`src/rtl/instr_fetch_pkg.sv`:
```
// Shared types and constants for the RV32I instruction fetch unit.
`default_nettype none

package instr_fetch_pkg;

    localparam logic [31:0] INSTR_NOP = 32'h0000_0013;

    typedef enum logic [0:0] {
        FETCH_BOOT = 1'b0,
        FETCH_RUN  = 1'b1
    } fetch_state_e;

    typedef struct packed {
        logic [31:0] pc;
        logic [31:0] instr;
    } fetch_entry_t;

    function automatic logic [31:0] word_align(input logic [31:0] addr);
        return {addr[31:2], 2'b00};
    endfunction

endpackage

`default_nettype wire

```
`src/rtl/instr_fetch_fifo.sv`:
```
// Synchronous {pc,instr} queue with push/pop/flush; pointers wrap modulo DEPTH.
`default_nettype none

module instr_fetch_fifo
    import instr_fetch_pkg::*;
#(
    parameter int DEPTH = 2,
    parameter int CW    = $clog2(DEPTH + 1)
) (
    input  logic          clock,
    input  logic          reset,
    input  logic          push,
    input  fetch_entry_t  push_entry,
    input  logic          pop,
    input  logic          flush,
    output fetch_entry_t  head,
    output logic [CW-1:0] count
);

    localparam int PW = (DEPTH > 1) ? $clog2(DEPTH) : 1;

    fetch_entry_t  storage [DEPTH];
    logic [PW-1:0] wr_ptr;
    logic [PW-1:0] rd_ptr;

    function automatic logic [PW-1:0] next_ptr(input logic [PW-1:0] ptr);
        return (ptr == PW'(DEPTH - 1)) ? '0 : ptr + 1'b1;
    endfunction

    always_ff @(posedge clock or negedge reset) begin
        if (!reset) begin
            wr_ptr <= '0;
            rd_ptr <= '0;
            count  <= '0;
        end else if (flush) begin
            wr_ptr <= '0;
            rd_ptr <= '0;
            count  <= '0;
        end else begin
            if (push) begin
                wr_ptr <= next_ptr(wr_ptr);
            end
            if (pop) begin
                rd_ptr <= next_ptr(rd_ptr);
            end
            count <= count + CW'(push) - CW'(pop);
        end
    end

    // Payload needs no reset: it is only observed while count is non-zero.
    always_ff @(posedge clock) begin
        if (push && !flush) begin
            storage[wr_ptr] <= push_entry;
        end
    end

    assign head = storage[rd_ptr];

endmodule

`default_nettype wire

```
`src/rtl/instr_fetch.sv`:
```
// RV32I fetch unit: PC/credit/drop bookkeeping, memory request issue and decode handoff.
`default_nettype none

module instr_fetch
    import instr_fetch_pkg::*;
#(
    parameter logic [31:0] RESET_PC   = 32'h0000_0000,
    parameter int          FIFO_DEPTH = 2
) (
    input  logic        clock,
    input  logic        reset,
    output logic        imem_req_valid,
    input  logic        imem_req_ready,
    output logic [31:0] imem_req_addr,
    input  logic        imem_rsp_valid,
    input  logic [31:0] imem_rsp_data,
    input  logic        redirect,
    input  logic [31:0] redirect_pc,
    output logic        instr_valid,
    input  logic        instr_ready,
    output logic [31:0] instr_raw,
    output logic [31:0] instr_pc
);

    localparam int CW = $clog2(FIFO_DEPTH + 1);

    fetch_state_e  state;
    fetch_state_e  state_next;
    logic          run;
    logic [31:0]   fetch_pc;
    logic [31:0]   rsp_pc;
    logic [CW-1:0] outstanding;
    logic [CW-1:0] drop;
    logic [CW-1:0] count;
    logic [CW:0]   in_use;
    logic          req_fire;
    logic          rsp_accept;
    logic          push;
    logic          pop;
    fetch_entry_t  head;
    fetch_entry_t  push_entry;

    always_ff @(posedge clock or negedge reset) begin
        if (!reset) begin
            state <= FETCH_BOOT;
        end else begin
            state <= state_next;
        end
    end

    always_comb begin
        state_next     = state;
        run            = 1'b0;
        imem_req_valid = 1'b0;
        case (state)
            FETCH_BOOT: state_next = FETCH_RUN;
            FETCH_RUN: begin
                run            = 1'b1;
                imem_req_valid = !redirect && (in_use < (CW + 1)'(FIFO_DEPTH));
            end
            default: state_next = FETCH_BOOT;
        endcase
    end

    // Credits cover both in-flight requests and queued words, so the queue never overflows.
    assign in_use     = {1'b0, outstanding} + {1'b0, count};
    assign req_fire   = imem_req_valid && imem_req_ready;
    assign rsp_accept = run && imem_rsp_valid;
    assign push       = rsp_accept && (drop == '0) && !redirect;
    assign push_entry = '{pc: rsp_pc, instr: imem_rsp_data};
    assign pop        = instr_valid && instr_ready;

    always_ff @(posedge clock or negedge reset) begin
        if (!reset) begin
            fetch_pc    <= RESET_PC;
            rsp_pc      <= RESET_PC;
            outstanding <= '0;
            drop        <= '0;
        end else if (redirect) begin
            // Every response still in flight belongs to the abandoned path.
            fetch_pc    <= word_align(redirect_pc);
            rsp_pc      <= word_align(redirect_pc);
            outstanding <= outstanding - CW'(rsp_accept);
            drop        <= outstanding - CW'(rsp_accept);
        end else begin
            if (req_fire) begin
                fetch_pc <= fetch_pc + 32'd4;
            end
            if (push) begin
                rsp_pc <= rsp_pc + 32'd4;
            end
            outstanding <= outstanding + CW'(req_fire) - CW'(rsp_accept);
            if (rsp_accept && (drop != '0)) begin
                drop <= drop - CW'(1);
            end
        end
    end

    instr_fetch_fifo #(
        .DEPTH (FIFO_DEPTH),
        .CW    (CW)
    ) u_fifo (
        .clock      (clock),
        .reset      (reset),
        .push       (push),
        .push_entry (push_entry),
        .pop        (pop),
        .flush      (redirect),
        .head       (head),
        .count      (count)
    );

    assign imem_req_addr = fetch_pc;
    assign instr_valid   = (count != '0) && !redirect;
    assign instr_raw     = instr_valid ? head.instr : INSTR_NOP;
    assign instr_pc      = instr_valid ? head.pc : 32'h0;

endmodule

`default_nettype wire

```
`config.mk`:
```
export PLATFORM = sky130hd
export DESIGN_NAME = instr_fetch
export DESIGN_NICKNAME = d
export VERILOG_FILES = /design/src/rtl/instr_fetch_pkg.sv /design/src/rtl/instr_fetch_fifo.sv /design/src/rtl/instr_fetch.sv
export SDC_FILE = /design/constraint.sdc
export NUM_CORES = 1
export LEC_CHECK = 0
export CAP_MARGIN = 20
export CORE_MARGIN = 4
export CORE_UTILIZATION = 47
export CTS_CLUSTER_SIZE = 28
export DETAILED_ROUTE_END_ITERATION = 8
export PLACE_DENSITY = 0.77
export SLEW_MARGIN = 10
export SYNTH_ARGS = -nofsm -noshare
export SYNTH_HDL_FRONTEND = slang
export SYNTH_SLANG_ARGS = --single-unit
```
`constraint.sdc`:
```
create_clock -name clock -period 5.3 [get_ports clock]
set_clock_uncertainty 0.15 [all_clocks]
set_input_delay 1.325 -clock clock [delete_from_list [all_inputs] [get_ports clock]]
set_output_delay 1.325 -clock clock [all_outputs]
set_load 0.05 [all_outputs]
```
==> impl_metrics.sql <==
INSERT INTO impl_metrics (metric_group, metric, value, unit) VALUES
('clock_tree', 'clock_sink_count', '193', ''),
('logic_synthesis', 'yosysTopAreaCellShare', '43.48', '%'),
('timing', 'slew-limit-headroom', '36.97', '%'),
('routing', 'postRouteWirelength', '19140', 'µm'),
('logic_synthesis', 'synthesis.area_per_instance', '12.13', 'µm²'),
('routing', 'route.detailed.drc', '0', ''),
('cells_and_area', 'nNetsFinal', '945', ''),
('logic_synthesis', 'yosysSeqAreaShare', '63.65', '%'),
('grt', 'via_count_of_the_first_global_routing_pass', '5869', ''),
('clock_tree', 'cts-resized-gates', '0', ''),
('grt', 'grt_antenna_before_repair', '0', ''),
('clock_tree', 'cts_post_setup_buffers_inserted', '0', ''),
('critical_path', 'cpMaxStageDelayCell', 'buf_4', ''),
('timing', 'grt_setup_unrepaired', 'no', ''),
('critical_path', 'critical_path.endpoint_type', 'output port', ''),
('clock_tree', 'cts-root-buf', 'clkbuf_16', ''),
('routing', 'number_of_routed_nets_with_antenna_violations', '0', ''),
('cells_and_area', 'fillers', '1427', ''),
('cells_and_area', 'layout.cells.most_common', 'edfxtp_1', ''),
('routing', 'dr.first_iter.drc_count', '318', ''),
('cells_and_area', 'multi_input_area', '2930', 'µm²'),
('cells_and_area', 'layout.area.seq', '5454', 'µm²'),
('placement', 'place.port_buffers', '161', ''),
('floorplanning', 'chipWidth', '143.0', 'µm'),
('logic_synthesis', 'prevailing_post_synth_register_cell', 'edfxtp_1', ''),
('power_and_ir_drop', 'power.density', '345.5', 'nW/µm²'),
('placement', 'dpl_wire_length', '13180', 'µm'),
('cells_and_area', 'mostFrequentLayoutCells', '124 x edfxtp_1, 113 x clkdlybuf4s50_1, 86 x nor2_1', ''),
('clock_tree', 'cts.clk_slew.worst_paths', '60', 'ps'),
('critical_path', 'critPathMaxFanout', '41', ''),
('critical_path', 'crit_required', '3830', 'ps'),
('grt', 'maximum_number_of_pins_on_one_net_before_global_route_repair', '60', ''),
('grt', 'grt_use_total', '18.87', '%'),
('logic_synthesis', 'synthesis.instances', '706', ''),
('logic_synthesis', 'synth_top_cells_by_area', 'edfxtp_1 43%, dfrtp_1 20%, mux2i_1 7.4%, nor2_1 3.8%, nand2_1 2.9%', ''),
('timing', 'slew_violations', '0', ''),
('power_and_ir_drop', 'power.ir.vdd_worst', '0.0002210', 'V'),
('logic_synthesis', 'synth_cell_area', '8563', 'µm²'),
('run', 'max_cap_violations', '0', ''),
('timing', 'maxClockFrequency', '0.2166', 'GHz'),
('critical_path', 'critPathMaxStageDelay', '510', 'ps'),
('status', 'run_status', 'completed', ''),
('clock_tree', 'cts_htree_levels', '4', ''),
('floorplanning', 'die_area', '20440', 'µm²'),
('power_and_ir_drop', 'total_leakage_power', '0.003908', 'µW'),
('critical_path', 'crit_type', 'input port to output port', ''),
('timing', 'setup_tns', '0', 'ps'),
('clock_tree', 'tritoncts_clock_tree', 'built', ''),
('logic_synthesis', 'synth_cell_type_count', '48', ''),
('timing', 'tightestPinTransition', '945.4', 'ps'),
('critical_path', 'critPathTopFamily', 'buffers and inverters', ''),
('cells_and_area', 'diodes', '0', ''),
('cells_and_area', 'layout-area-overhead-vs-synth', '27.22', '%'),
('clock_tree', 'cts-hold-fix-buffers', '0', ''),
('grt', 'global_route_wire_length_before_repair', '29870', 'µm'),
('logic_synthesis', 'ys.warnings.count', '0', ''),
('placement', 'place_congestion', '0.8751', ''),
('floorplanning', 'pin_count', '168', ''),
('grt', 'grt_overflow', '0', ''),
('timing', 'fin_worst_hold_slack', '389.6', 'ps'),
('logic_synthesis', 'synth_async_sr_flop_share', '35.75', '%'),
('timing', 'setup_viol_count_final', '0', ''),
('floorplanning', 'initial_core_utilization', '47.67', '%'),
('floorplanning', 'num_rows', '49', ''),
('logic_synthesis', 'synthDominantAreaCellType', 'edfxtp_1', ''),
('critical_path', 'reg2reg_slack', '2100', 'ps'),
('clock_tree', 'insertion_delay', '420', 'ps'),
('floorplanning', 'die_height', '143.0', 'µm'),
('clock_tree', 'cts.path.max_buffers', '2', ''),
('critical_path', 'setup.worst_path.start_class', 'input port', ''),
('routing', 'wl_cell', '17.28', 'µm');
==> metrics by stage <==
stage / setup slack (ps) / utilization (%) / instances / area, µm² / power, µW
floorplan: 383.9 / - / 709 / 8579 / 2354
global placement: 724.7 / 57.71 / 1076 / 10370 / 2624
detailed placement: 656.1 / 57.71 / 1076 / 10370 / 2643
CTS: 656.9 / 60.65 / 1108 / 10890 / 3802
global route: 502.5 / 60.65 / 1108 / 10890 / 3935
finish: 683.9 / 60.65 / 1108 / 10890 / 3764
==> worst paths after layout <==
| kind | to | cells after the start | start |
|---|---|---|---|
| setup / recovery | instr_raw[1] | 7 | redirect |
| hold / removal | u_fifo.storage[1][53] | 0 | rsp_pc[21] |
| setup reg to reg | outstanding[1] | 12 | u_fifo.count[0] |
| hold reg to reg | u_fifo.storage[1][53] | 0 | rsp_pc[21] |
| max in group asynchronous | rsp_pc[16] | 2 | reset |
| min in group asynchronous | imem_req_addr[3] | 1 | reset |
==> sequential cells by signal (all words and copies together), names as in the netlist <==
signal / cells
u_fifo.count: 2
state: 1
drop: 2
imem_req_addr: 30
u_fifo.storage: 124
u_fifo.rd_ptr: 1
outstanding: 2
u_fifo.wr_ptr: 1
rsp_pc: 30
==> worst register-to-register path: stages, from the launching register on <==
cell     delay (ps)
dfrtp_1         400
inv_1            80
nor2_1          140
fa_1            470
nor4b_4         400
and2_1          220
inv_2           220
ha_1            370
inv_1            40
ha_1            180
xnor2_1         110
o21ai_0         180
xor2_1          170
==> cells in the mapped netlist (7+ instances only) <==
cell type,number
a21oi_1,10
clkbuf_1,21
dfrtp_1,69
edfxtp_1,124
ha_1,8
inv_1,15
mux2i_1,63
nand2_1,67
nand3_1,42
nand4_1,15
nor2_1,86
nor3_1,8
o211ai_1,17
o21ai_0,47
o311ai_0,12
xnor2_1,7
xor2_1,27
==> cell families after synthesis <==
logic type                 after synthesis  share of synthesized area, %
AOI/OAI and AO/OA                       97                         6.970
xor gates and xnor gates                34                         3.478
adders and majority gates                9                         1.403
buffers and inverters                   51                         2.542
DFF                                    193                         63.65
muxes                                   64                         7.496
other                                    2                       0.08770
and+or+nand+nor                        256                         14.38
==> layout make-up <==
| type | instances | area share [%] |
|---|---|---|
| tap | 229 | 2.630 |
| sequential | 193 | 50.06 |
| timing repair buffer | 172 | 14.98 |
| clock inverter | 13 | 0.8729 |
| inverter | 17 | 0.5857 |
| clock buffer | 19 | 3.974 |
| multi-input combinational | 465 | 26.90 |
==> report_power, final <==
| group | total [µW] | internal, µW | switching, µW |
|---|---|---|---|
| sequential | 1850 | 1720 | 124 |
| clock | 1150 | 637 | 514 |
| combinational | 766 | 286 | 481 |
==> per-layer routing <==
metal / share of wire (%) / GRT usage, % / routed length, µm
met4: 1.7 / 6.603 / 329
met3: 7.0 / 3.952 / 1333
met2: 46 / 29.53 / 8884
met1: 45 / 26.40 / 8595
met5: 0 / 0 / 0
(Power assumes the default switching activity.)
